**src/rtl/mode_counter.sv**
```systemverilog
// Up/down modulo counter with parallel load, synchronous clear, wrap-or-saturate
// boundary handling and registered wrap/saturation flags. Optional prescaler: MODE_COUNTER_PRESCALE_EN.
module mode_counter #(
  parameter int                 WIDTH    = 8,
  parameter longint unsigned    MAX_VAL  = (64'd1 << WIDTH) - 64'd1,
  parameter int                 PRESCALE = 4
) (
  input  logic             clk,
  input  logic             rst,
  input  logic             en,
  input  logic             clr,
  input  logic             load,
  input  logic [WIDTH-1:0] load_val,
  input  logic             up,
  input  logic             sat_mode,
  output logic [WIDTH-1:0] count,
  output logic             wrap_o,
  output logic             sat_o
);

  localparam logic [WIDTH-1:0] MaxV = WIDTH'(MAX_VAL);

  if (MAX_VAL < 64'd1 || MAX_VAL > ((64'd1 << WIDTH) - 64'd1)) begin : gen_max_val_check
    $error("mode_counter: MAX_VAL must lie in 1..2**WIDTH-1");
  end
  if (PRESCALE < 1) begin : gen_prescale_check
    $error("mode_counter: PRESCALE must be at least 1");
  end

  logic [WIDTH-1:0] count_q, count_d;
  logic             wrap_q, wrap_d;
  logic             sat_q, sat_d;
  logic             step_tick;

`ifdef MODE_COUNTER_PRESCALE_EN
  localparam int PsW = (PRESCALE > 1) ? $clog2(PRESCALE) : 1;
  localparam logic [PsW-1:0] PsLast = PsW'(PRESCALE - 1);

  logic [PsW-1:0] ps_q, ps_d;

  // A step fires only on the enabled cycle that completes a prescale interval.
  assign step_tick = en && (ps_q == PsLast);

  always_comb begin
    ps_d = ps_q;
    if (clr || load) begin
      ps_d = '0;
    end else if (en) begin
      ps_d = (ps_q == PsLast) ? '0 : ps_q + PsW'(1);
    end
  end

  always_ff @(posedge clk) begin
    if (rst) begin
      ps_q <= '0;
    end else begin
      ps_q <= ps_d;
    end
  end
`else
  assign step_tick = en;
`endif

  // Priority clr > load > step; rst is applied in the register block.
  always_comb begin
    count_d = count_q;
    wrap_d  = 1'b0;
    sat_d   = sat_q;
    if (clr) begin
      count_d = '0;
      sat_d   = 1'b0;
    end else if (load) begin
      count_d = (load_val > MaxV) ? MaxV : load_val;
      sat_d   = 1'b0;
    end else if (step_tick) begin
      if (up) begin
        if (count_q == MaxV) begin
          if (sat_mode) begin
            sat_d = 1'b1;
          end else begin
            count_d = '0;
            wrap_d  = 1'b1;
          end
        end else begin
          count_d = count_q + WIDTH'(1);
        end
      end else begin
        if (count_q == '0) begin
          if (sat_mode) begin
            sat_d = 1'b1;
          end else begin
            count_d = MaxV;
            wrap_d  = 1'b1;
          end
        end else begin
          count_d = count_q - WIDTH'(1);
        end
      end
    end
  end

  always_ff @(posedge clk) begin
    if (rst) begin
      count_q <= '0;
      wrap_q  <= 1'b0;
      sat_q   <= 1'b0;
    end else begin
      count_q <= count_d;
      wrap_q  <= wrap_d;
      sat_q   <= sat_d;
    end
  end

  assign count  = count_q;
  assign wrap_o = wrap_q;
  assign sat_o  = sat_q;

endmodule

```
**config.mk**
```make
export PLATFORM = sky130hd
export DESIGN_NAME = mode_counter
export DESIGN_NICKNAME = d
export VERILOG_FILES = /design/src/rtl/mode_counter.sv
export SDC_FILE = /design/constraint.sdc
export NUM_CORES = 1
export LEC_CHECK = 0
export CAP_MARGIN = 20
export CORE_AREA = 2 2 62 64
export CTS_CLUSTER_DIAMETER = 60
export DETAILED_ROUTE_END_ITERATION = 10
export DIE_AREA = 0 0 64 66
export GPL_TIMING_DRIVEN = 0
export HOLD_SLACK_MARGIN = 0.03
export PLACE_DENSITY_LB_ADDON = 0.25
export SLEW_MARGIN = 10
export SYNTH_ARGS = -nofsm -noshare
export SYNTH_HDL_FRONTEND = slang
export SYNTH_SLANG_ARGS = --single-unit
```
**constraint.sdc**
```tcl
create_clock -name clk -period 2.2 [get_ports clk]
set_clock_uncertainty 0.2 [all_clocks]
set_input_delay 0.44 -clock clk [delete_from_list [all_inputs] [get_ports clk]]
set_output_delay 0.44 -clock clk [all_outputs]
set_load 0.01 [all_outputs]
```
# ---- Word-level counts from Yosys, hierarchy flattened
# Index checks and enable logic that the tools add are counted.
dict set report word_totals {
  out_inout_bits 10
  word_cells 35
  inputBits 15
  register_bits 10
}
dict set report op_classes {
  magnitude_cmp 1
  n_eq_ne 4
  n_mux 16
  bitwise_logic 1
  add_sub_neg 2
  n_reduce_logical 8
}
# cell count
set op_table {}
lappend op_table {{8-bit two-way mux} 8}
lappend op_table {{8-bit by 1-bit adder with 8-bit output (second input constant)} 1}
lappend op_table {{8-bit == test (second input constant)} 1}
lappend op_table {{8-bit > comparator (second input constant)} 1}
lappend op_table {{8-bit logical NOT} 1}
lappend op_table {{1-bit two-way mux} 8}
lappend op_table {{4-bit != test (second input constant)} 2}
lappend op_table {{8-bit by 1-bit subtractor with 8-bit output (second input constant)} 1}
lappend op_table {{3-bit AND reduction} 2}
lappend op_table {{2-bit nonzero test} 2}
lappend op_table {{4-bit OR reduction} 1}
lappend op_table {{3-bit OR reduction} 1}
lappend op_table {{2-bit by 1-bit != test with 1-bit output (second input constant)} 1}
lappend op_table {{2-bit OR reduction} 1}
lappend op_table {{1-bit inverter} 1}

# ---- Longest topological paths before layout
# Gate-level depths: netlist of the first run.
dict set report logic_depth {
  word_depth 5
  mapped_depth 8
  ltp_nobuf 7
}

# ---- Worst setup path after synthesis of the first run
# No wires, ideal clock.
dict set report synth_timing {
  path_kind {reg-to-reg}
  startpoint {reg count_q[0], in the netlist count[0]}
  endpoint {reg count_q[4], in the netlist count[4]}
  t_required_ns 1.926
  setup_time_ns 0.074
  synth_period_minus_slack_ns 2.041
  setup_slack_ns 0.159
  arrival_ns 1.767
  path_buffers 1
  stages_incl_launch_ff 9
  cell_sequence {dfxtp_1 -> inv_1 -> ha_1 -> or4b_1 -> o22ai_2 -> a21bo_1 -> buf_6 -> a311o_1 -> a31oi_1}
}
dict set report synth_between {
  elab_chain_cells 5
  word_cells_on_any_way 12
  classes_between {add/sub: 2; eq/ne: 3; mux: 5; reduce/logical: 2}
}
# element line_no
set synth_lines {}
lappend synth_lines {{start, declared} 30} ;# logic [WIDTH-1:0] count_q, count_d;
lappend synth_lines {{start signal, assigned} 108} ;# count_q <= count_d;
lappend synth_lines {{8-bit by 1-bit subtractor with 8-bit output (tied with other cells)} 96} ;# count_d = count_q - WIDTH'(1);
lappend synth_lines {{8-bit two-way mux, on equally long branches} {88, 77}}
lappend synth_lines {{8-bit two-way mux} 76} ;# if (up) begin
lappend synth_lines {{8-bit two-way mux} 75} ;# end else if (step_tick) begin
lappend synth_lines {{8-bit two-way mux} 72} ;# end else if (load) begin
# Several ways; a longest one is shown, not always the timed one. The select of a mux whose other input is x is not followed.
# A chain may end at the register's enable or synchronous reset.

# ---- Final worst setup path of the first run
dict set report layout_timing {
  startpoint {reg count_q[7], in the netlist count[7]}
  endpoint {out count[7]}
}
# element line_no
set layout_lines {}
lappend layout_lines {{end, declared} 16} ;# output logic [WIDTH-1:0] count,
# No word-level cell between the ends.

==> results of run 1 <==
[repair_timing]
item	4_1_cts	5_1_grt
setup buffers	0	1
endpoints found under the setup margin	6	8
resized for setup	3	13
pin swaps	1	4
[area by class of cell]
type                            count  area (um^2)
Sequential cell                    10        205.2
Fill cell                         383         2306
Multi-Input combinational cell     91        620.6
Clock buffer                        4        36.28
Tap cell                           48        60.06
Buffer                              9        56.30
Inverter                            7        26.28
Timing Repair Buffer               24        240.2
[cell usage after synthesis, types with 2 or more instances]
cell type  instances  area [um^2]
and3_1             2        12.51
nand4_1            4        25.02
clkbuf_1           5        18.77
nand2_1            9        33.78
a31oi_1            6        37.54
dfxtp_1           10        200.2
nor2_1             8        30.03
inv_1              7        26.28
o21ai_0           10        50.05
a21oi_1            8        40.04
nor3_1             2        10.01
o31ai_1            6        45.04
ha_1               3        37.54
nand3_1            7        35.03
buf_6              2        22.52
[power by group]
part | internal [mW] | switching, mW
clock network | 0.101 | 0.0755
logic | 0.100 | 0.0993
registers | 0.189 | 0.0123
total | 0.390 | 0.187
[worst reg2reg max path, delay by kind of cell, from the launching register on]
| kind | cells | cell delay (ns) |
|---|---|---|
| and+or+nand+nor | 1 | 0.50 |
| buffers and inverters | 2 | 0.22 |
| DFF | 1 | 0.38 |
| adders and majority gates | 1 | 0.13 |
| AOI/OAI and AO/OA | 4 | 0.49 |
[metrics by stage]
step	instances	power (mW)	TNS, ns	util, %
3_3_place_gp	189	0.3852	-1.296	32.49
3_5_place_dp	189	0.3860	-1.421	32.49
2_1_floorplan	118	0.3153	0	-
6_report	193	0.5774	0	35.06
4_1_cts	193	0.5667	0	33.86
5_1_grt	193	0.6144	0	35.06
[sequential cells by signal, summed over array words and instances (netlist names)]
register / flops
count: 8
sat_o: 1
wrap_o: 1
[cell families (layout without fill, tap and decap cells)]
group                    after synthesis  after routing  share of synthesized area (%)
XOR/XNOR                               2              2                          2.029
flip-flops                            10             10                          23.19
buffers and inverters                 17             44                          9.710
AND/OR/NAND/NOR                       41             41                          25.65
multiplexers                           1              1                          1.159
adder cells (fa/ha/maj)                3              3                          4.348
AO/OA/AOI/OAI                         44             44                          33.92
[worst paths after layout]
| kind | endpoint | slack (ns) |
|---|---|---|
| max | count[7] | 0.14 |
| min | sat_o$_SDFFE_PP0P_ | 0.29 |
| max reg2reg | count[4]$_SDFFE_PP0P_ | 0.15 |
| min reg2reg | sat_o$_SDFFE_PP0P_ | 0.29 |
[routing by layer]
layer | wire length (um) | global-route usage, % | part of all wire (%) | vias up
li1 | - | - | - | 505
met1 | 1268 | 17.57 | 46 | 455
met2 | 1285 | 21.22 | 47 | 28
met3 | 148 | 4.089 | 5.4 | 4
met4 | 29 | 4.891 | 1.1 | 0
met5 | 0 | 0 | 0 | -
==> results by group, run 1 <==
Clock network
  • CTS tree: done
  • TritonCTS Sinks: 10
  • Max H-tree Level: 1
  • Clock buffer depth: 2
  • Hold buffer count at CTS: 0
  • Clk pin slew, worst setup/hold paths: 0.07 ns
  • Cts bufs inserted: 3
  • Root buffer cell: clkbuf_4
  • Clk_lat worst skew: 0.28 ns

Layout
  • Diode count: 0
  • Syn-to-layout area delta: 44.20%
  • Fraction of layout cells with a size suffix above 1: 15.86%
  • Most frequent cells in the layout: clkdlybuf4s50_1 (22), o21ai_0 (10), nand2_1 (9)
  • Post-layout net count: 164
  • Final Instance Area: 1245 um^2
  • Most common cell after layout, fill and taps aside: clkdlybuf4s50_1

Flow run
  • Max-cap violations: 0

Place
  • I/O Buffers: 23
  • Post-DP HPWL: 1928 um
  • Routability Congestion: 0.8698
  • Dpl ws: -0.2217 ns
  • Placed cell area: 1154 um^2

Yosys
  • Yosys reg bits: 10
  • Syn avg cell area: 7.316 um^2
  • Register area share after synthesis: 23.19%
  • Post-synth EDFFs: 0
  • Distinct cells, synth: 44
  • Synth Instances: 118
  • Synthesized area: 863.3 um^2
  • Async SR Flop Fraction: 0%
  • Ys Warns: 0
  • Most used DFF post-synth: dfxtp_1
  • Syn_nets: 136

GRT
  • Largest net degree at the start of global routing: 11
  • Gr ovfl total: 0
  • GRT Overall Usage: 13.58%
  • Initial antenna violation count: 0
  • Number of global-route vias before repair: 874
  • First-pass GRT wire length: 4443 um

Critical path
  • CP max stage delay: 0.61 ns
  • Critical Path End Type: output port
  • Crit path max-delay family: buffers and inverters
  • Reg-to-reg startpoint: count[0]$_SDFFE_PP0P_
  • CP arrival: 1.42 ns
  • Buffers & Inverters on Critical Path: 1
  • Reg2Reg Depth: 8
  • CP startpoint kind: register
  • CP Max Fanout: 9
  • Path length in cells of the critical path: 1
  • Crit-path cells: clkdlybuf4s50_1
  • Slowest stage cell on the critical path: clkdlybuf4s50_1
  • Crit path launch: count[7]$_SDFFE_PP0P_
  • WS Path Type: reg2out
  • Critical Path RT: 1.56 ns

STA
  • Setup ws final: 0.1359 ns
  • Fin Hold WS: 0.2862 ns
  • Final setup vio count: 0
  • Final worst path period share: 93.82%
  • Worst slew pin tran: 0.6706 ns
  • Fmax: 0.4845 GHz
  • Rel. slew slack: 55.13%
  • Fin. max-slew vios: 0
  • Unrepaired setup endpoints after global routing: no
  • Minimum clock period: 2.064 ns
  • Hold Violations, Final: 0

Die
  • Rows: 22
  • Total die area: 4224 um^2
  • Core area: 3551 um^2
  • Die Y: 66 um
  • Number of top-level pins: 25
  • Die width: 64 um
  • Initial Utilization: 24.31%

Run status
  • Outcome: finished clean

Hold path
  • Hold Path Cell Cnt: 2
  • Worst hold start: sat_o$_SDFFE_PP0P_
  • HP Class: reg2reg

Route
  • WL final: 2732 um
  • DRT antenna net count: 0
  • DRC: 0
  • Via Count: 992
  • Vias/cell: 5.140
  • 1st-pass router iterations: 5
  • DRT iter0 DRCs: 52
  • Wire per inst: 14.16 um

Power
  • PD cells: 463.8 nW/um^2
  • Leakage power figure: 0.4581 nW
  • Worst VDD drop: 0.1649 mV
(Power assumes the default switching activity.)
==> inputs of run 2 (changes only) <==
Settings changed: CTS_BUF_LIST from default to sky130_fd_sc_hd__clkbuf_4.
==> run 2 against run 1 <==
  * Die area did not move
  * Core utilization fell by 0.60 points
  * Combinational power fell by 2%
  * Wire length fell by 0.66%
  * Maximum frequency barely moved
  * Clock power fell by 20%
  * Largest cell class unchanged
  * Global-route usage rose by 0.22 points
  * Sequential cell count did not move
  * Design area fell by 1.7%
  * Critical path depth did not move
  * Setup slack barely moved
==> results by group, run 2 (same netlist as run 1, synthesis figures left out) <==
Critical path
  • Path length in cells of the critical path: 1 (unchanged)
  • CP startpoint kind: register
  • Critical Path RT: 1.56 ns (about the same)
  • Critical Path End Type: output port
  • Buffers & Inverters on Critical Path: 1 (unchanged)
  • Crit path max-delay family: buffers and inverters
  • CP Max Fanout: 9 (unchanged)
  • Crit-path cells: clkdlybuf4s50_1
  • CP max stage delay: 0.61 ns (about the same)
  • Reg2Reg Depth: 8 (unchanged)
  • WS Path Type: reg2out
  • CP arrival: 1.42 ns (about the same)
  • Slowest stage cell on the critical path: clkdlybuf4s50_1

STA
  • Final worst path period share: 93.82% (about the same)
  • Fin. max-slew vios: 0 (unchanged)
  • Minimum clock period: 2.064 ns (+0.00007100 ns)
  • Final setup vio count: 0 (unchanged)
  • Hold Violations, Final: 0 (unchanged)
  • Setup_tns: 0 ns (unchanged)
  • Fmax: 0.4845 GHz (about the same)
  • Fin Hold WS: 0.2853 ns (-0.0009520 ns)
  • Rel. slew slack: 55.15% (about the same)
  • Setup ws final: 0.1359 ns (-0.00007100 ns)
  • Worst slew pin tran: 0.6703 ns (-0.0002798 ns)

Route
  • 1st-pass router iterations: 4 (-1)
  • DRC: 0 (unchanged)
  • Vias/cell: 5.120 (-0.39%)
  • WL final: 2714 um (-0.66%)
  • DRT antenna net count: 0 (unchanged)
  • DRT iter0 DRCs: 40 (-23%)
  • Via Count: 983 (-0.91%)
  • Wire per inst: 14.14 um (-0.14%)

Layout
  • Final core occ: 34.46% (-0.60 points)
  • Finished Layout Cells: 192 (-0.52%)
  • Largest register FFs: 8 (unchanged)
  • Post-layout net count: 163 (-0.61%)
  • Most frequent cells in the layout: clkdlybuf4s50_1 (22), o21ai_0 (10), nand2_1 (9)
  • Final Instance Area: 1224 um^2 (-1.7%)
  • Area of the multi-input gates: 616.8 um^2 (-0.60%)
  • Sequential Area: 205.2 um^2 (unchanged)
  • Diode count: 0 (unchanged)
  • Fraction of layout cells with a size suffix above 1: 13.89% (-2.0 points)
  • Syn-to-layout area delta: 41.74%
  • Most common cell after layout, fill and taps aside: clkdlybuf4s50_1
  • Fill cells: 385 (+0.52%)

Hold path
  • Hold Path Cell Cnt: 2 (unchanged)
  • HP Class: reg2reg

Die
  • Die Y: 66 um (unchanged)
  • Core area: 3551 um^2 (unchanged)
  • Die width: 64 um (unchanged)
  • Number of top-level pins: 25 (unchanged)
  • Rows: 22 (unchanged)
  • Initial Utilization: 24.31% (unchanged)
  • Total die area: 4224 um^2 (unchanged)

Place
  • Placed cell area: 1154 um^2 (unchanged)
  • Dpl ws: -0.2217 ns (unchanged)
  • I/O Buffers: 23 (unchanged)
  • Post-DP HPWL: 1928 um (unchanged)
  • Placed Cells: 189 (unchanged)
  • Routability Congestion: 0.8698 (unchanged)

Clock network
  • TritonCTS Sinks: 10 (unchanged)
  • Cts bufs inserted: 3 (unchanged)
  • Clk_lat worst skew: 0.28 ns (about the same)
  • Clk pin slew, worst setup/hold paths: 0.07 ns (about the same)
  • CTS tree: done
  • Max H-tree Level: 1 (unchanged)
  • Post-CTS setup buffer count: 0 (unchanged)
  • Root buffer cell: clkbuf_4
  • Clock buffer depth: 2 (unchanged)

GRT
  • Largest net degree at the start of global routing: 11 (unchanged)
  • GRT Overall Usage: 13.80% (+0.22 points)
  • First-pass GRT wire length: 4464 um (+0.47%)
  • Initial antenna violation count: 0 (unchanged)
  • Gr ovfl total: 0 (unchanged)
  • Number of global-route vias before repair: 875 (+0.11%)

Power
  • Worst VDD drop: 0.1414 mV (-14%)
  • Total power: 0.5374 mW (-6.9%)
  • Leakage power figure: 0.4468 nW (-2.5%)
  • PD cells: 439.2 nW/um^2 (-5.3%)

Flow run
  • Max-cap violations: 0 (unchanged)

Run status
  • Outcome: finished clean
[run 2: changes by cell type in the layout (fill, tap and decap cells not counted)]
cell and delta:
a21boi_1 +1, a21boi_2 -1, buf_4 -1, clkbuf_8 -1, clkinv_1 +1
[run 2: final cells by class]
| class | count | share of cell area (%) |
|---|---|---|
| inverters | 7 | 2.147 |
| clock buffers | 3 | 1.840 |
| repair buffers | 23 | 19.02 |
| clock inverters | 1 | 0.3067 |
| multi-input cells | 91 | 50.41 |
| flip-flops and latches | 10 | 16.77 |
| plain buffers | 9 | 4.601 |
| well taps | 48 | 4.908 |
[run 2: layer usage]
layer | GRT usage [%] | share of wire [%] | vias to the layer above
li1 | - | - | 503
met1 | 17.57 | 47 | 447
met2 | 21.22 | 46 | 28
met3 | 4.600 | 5.5 | 5
met4 | 5.707 | 1.3 | 0
met5 | 0 | 0 | -
[run 2: report_power, final]
part	switching, mW	total, mW	internal, mW
Sequential	0.0123	0.201	0.189
Combinational	0.0979	0.196	0.0977
Clock	0.0746	0.141	0.0659
[run 2: path summary, 6_finish.rpt]
| check | start | end | slack, ns |
|---|---|---|---|
| setup / recovery | count[7]$_SDFFE_PP0P_ | count[7] | 0.14 |
| hold reg to reg | sat_o$_SDFFE_PP0P_ | sat_o$_SDFFE_PP0P_ | 0.29 |
| setup reg to reg | count[1]$_SDFFE_PP0P_ | count[4]$_SDFFE_PP0P_ | 0.15 |
| hold / removal | sat_o$_SDFFE_PP0P_ | sat_o$_SDFFE_PP0P_ | 0.29 |
[run 2: worst min-delay path: stages, from the launching register on]
cell and delay (ns):
dfxtp_1 0.34, a31oi_1 0.04, nor2_1 0.07
[run 2: timing repair]
item,in CTS,in global routing
hold buffers,0,0
resized for setup,3,12
pin swaps,1,4
setup endpoints to repair,6,8
cloned,0,0
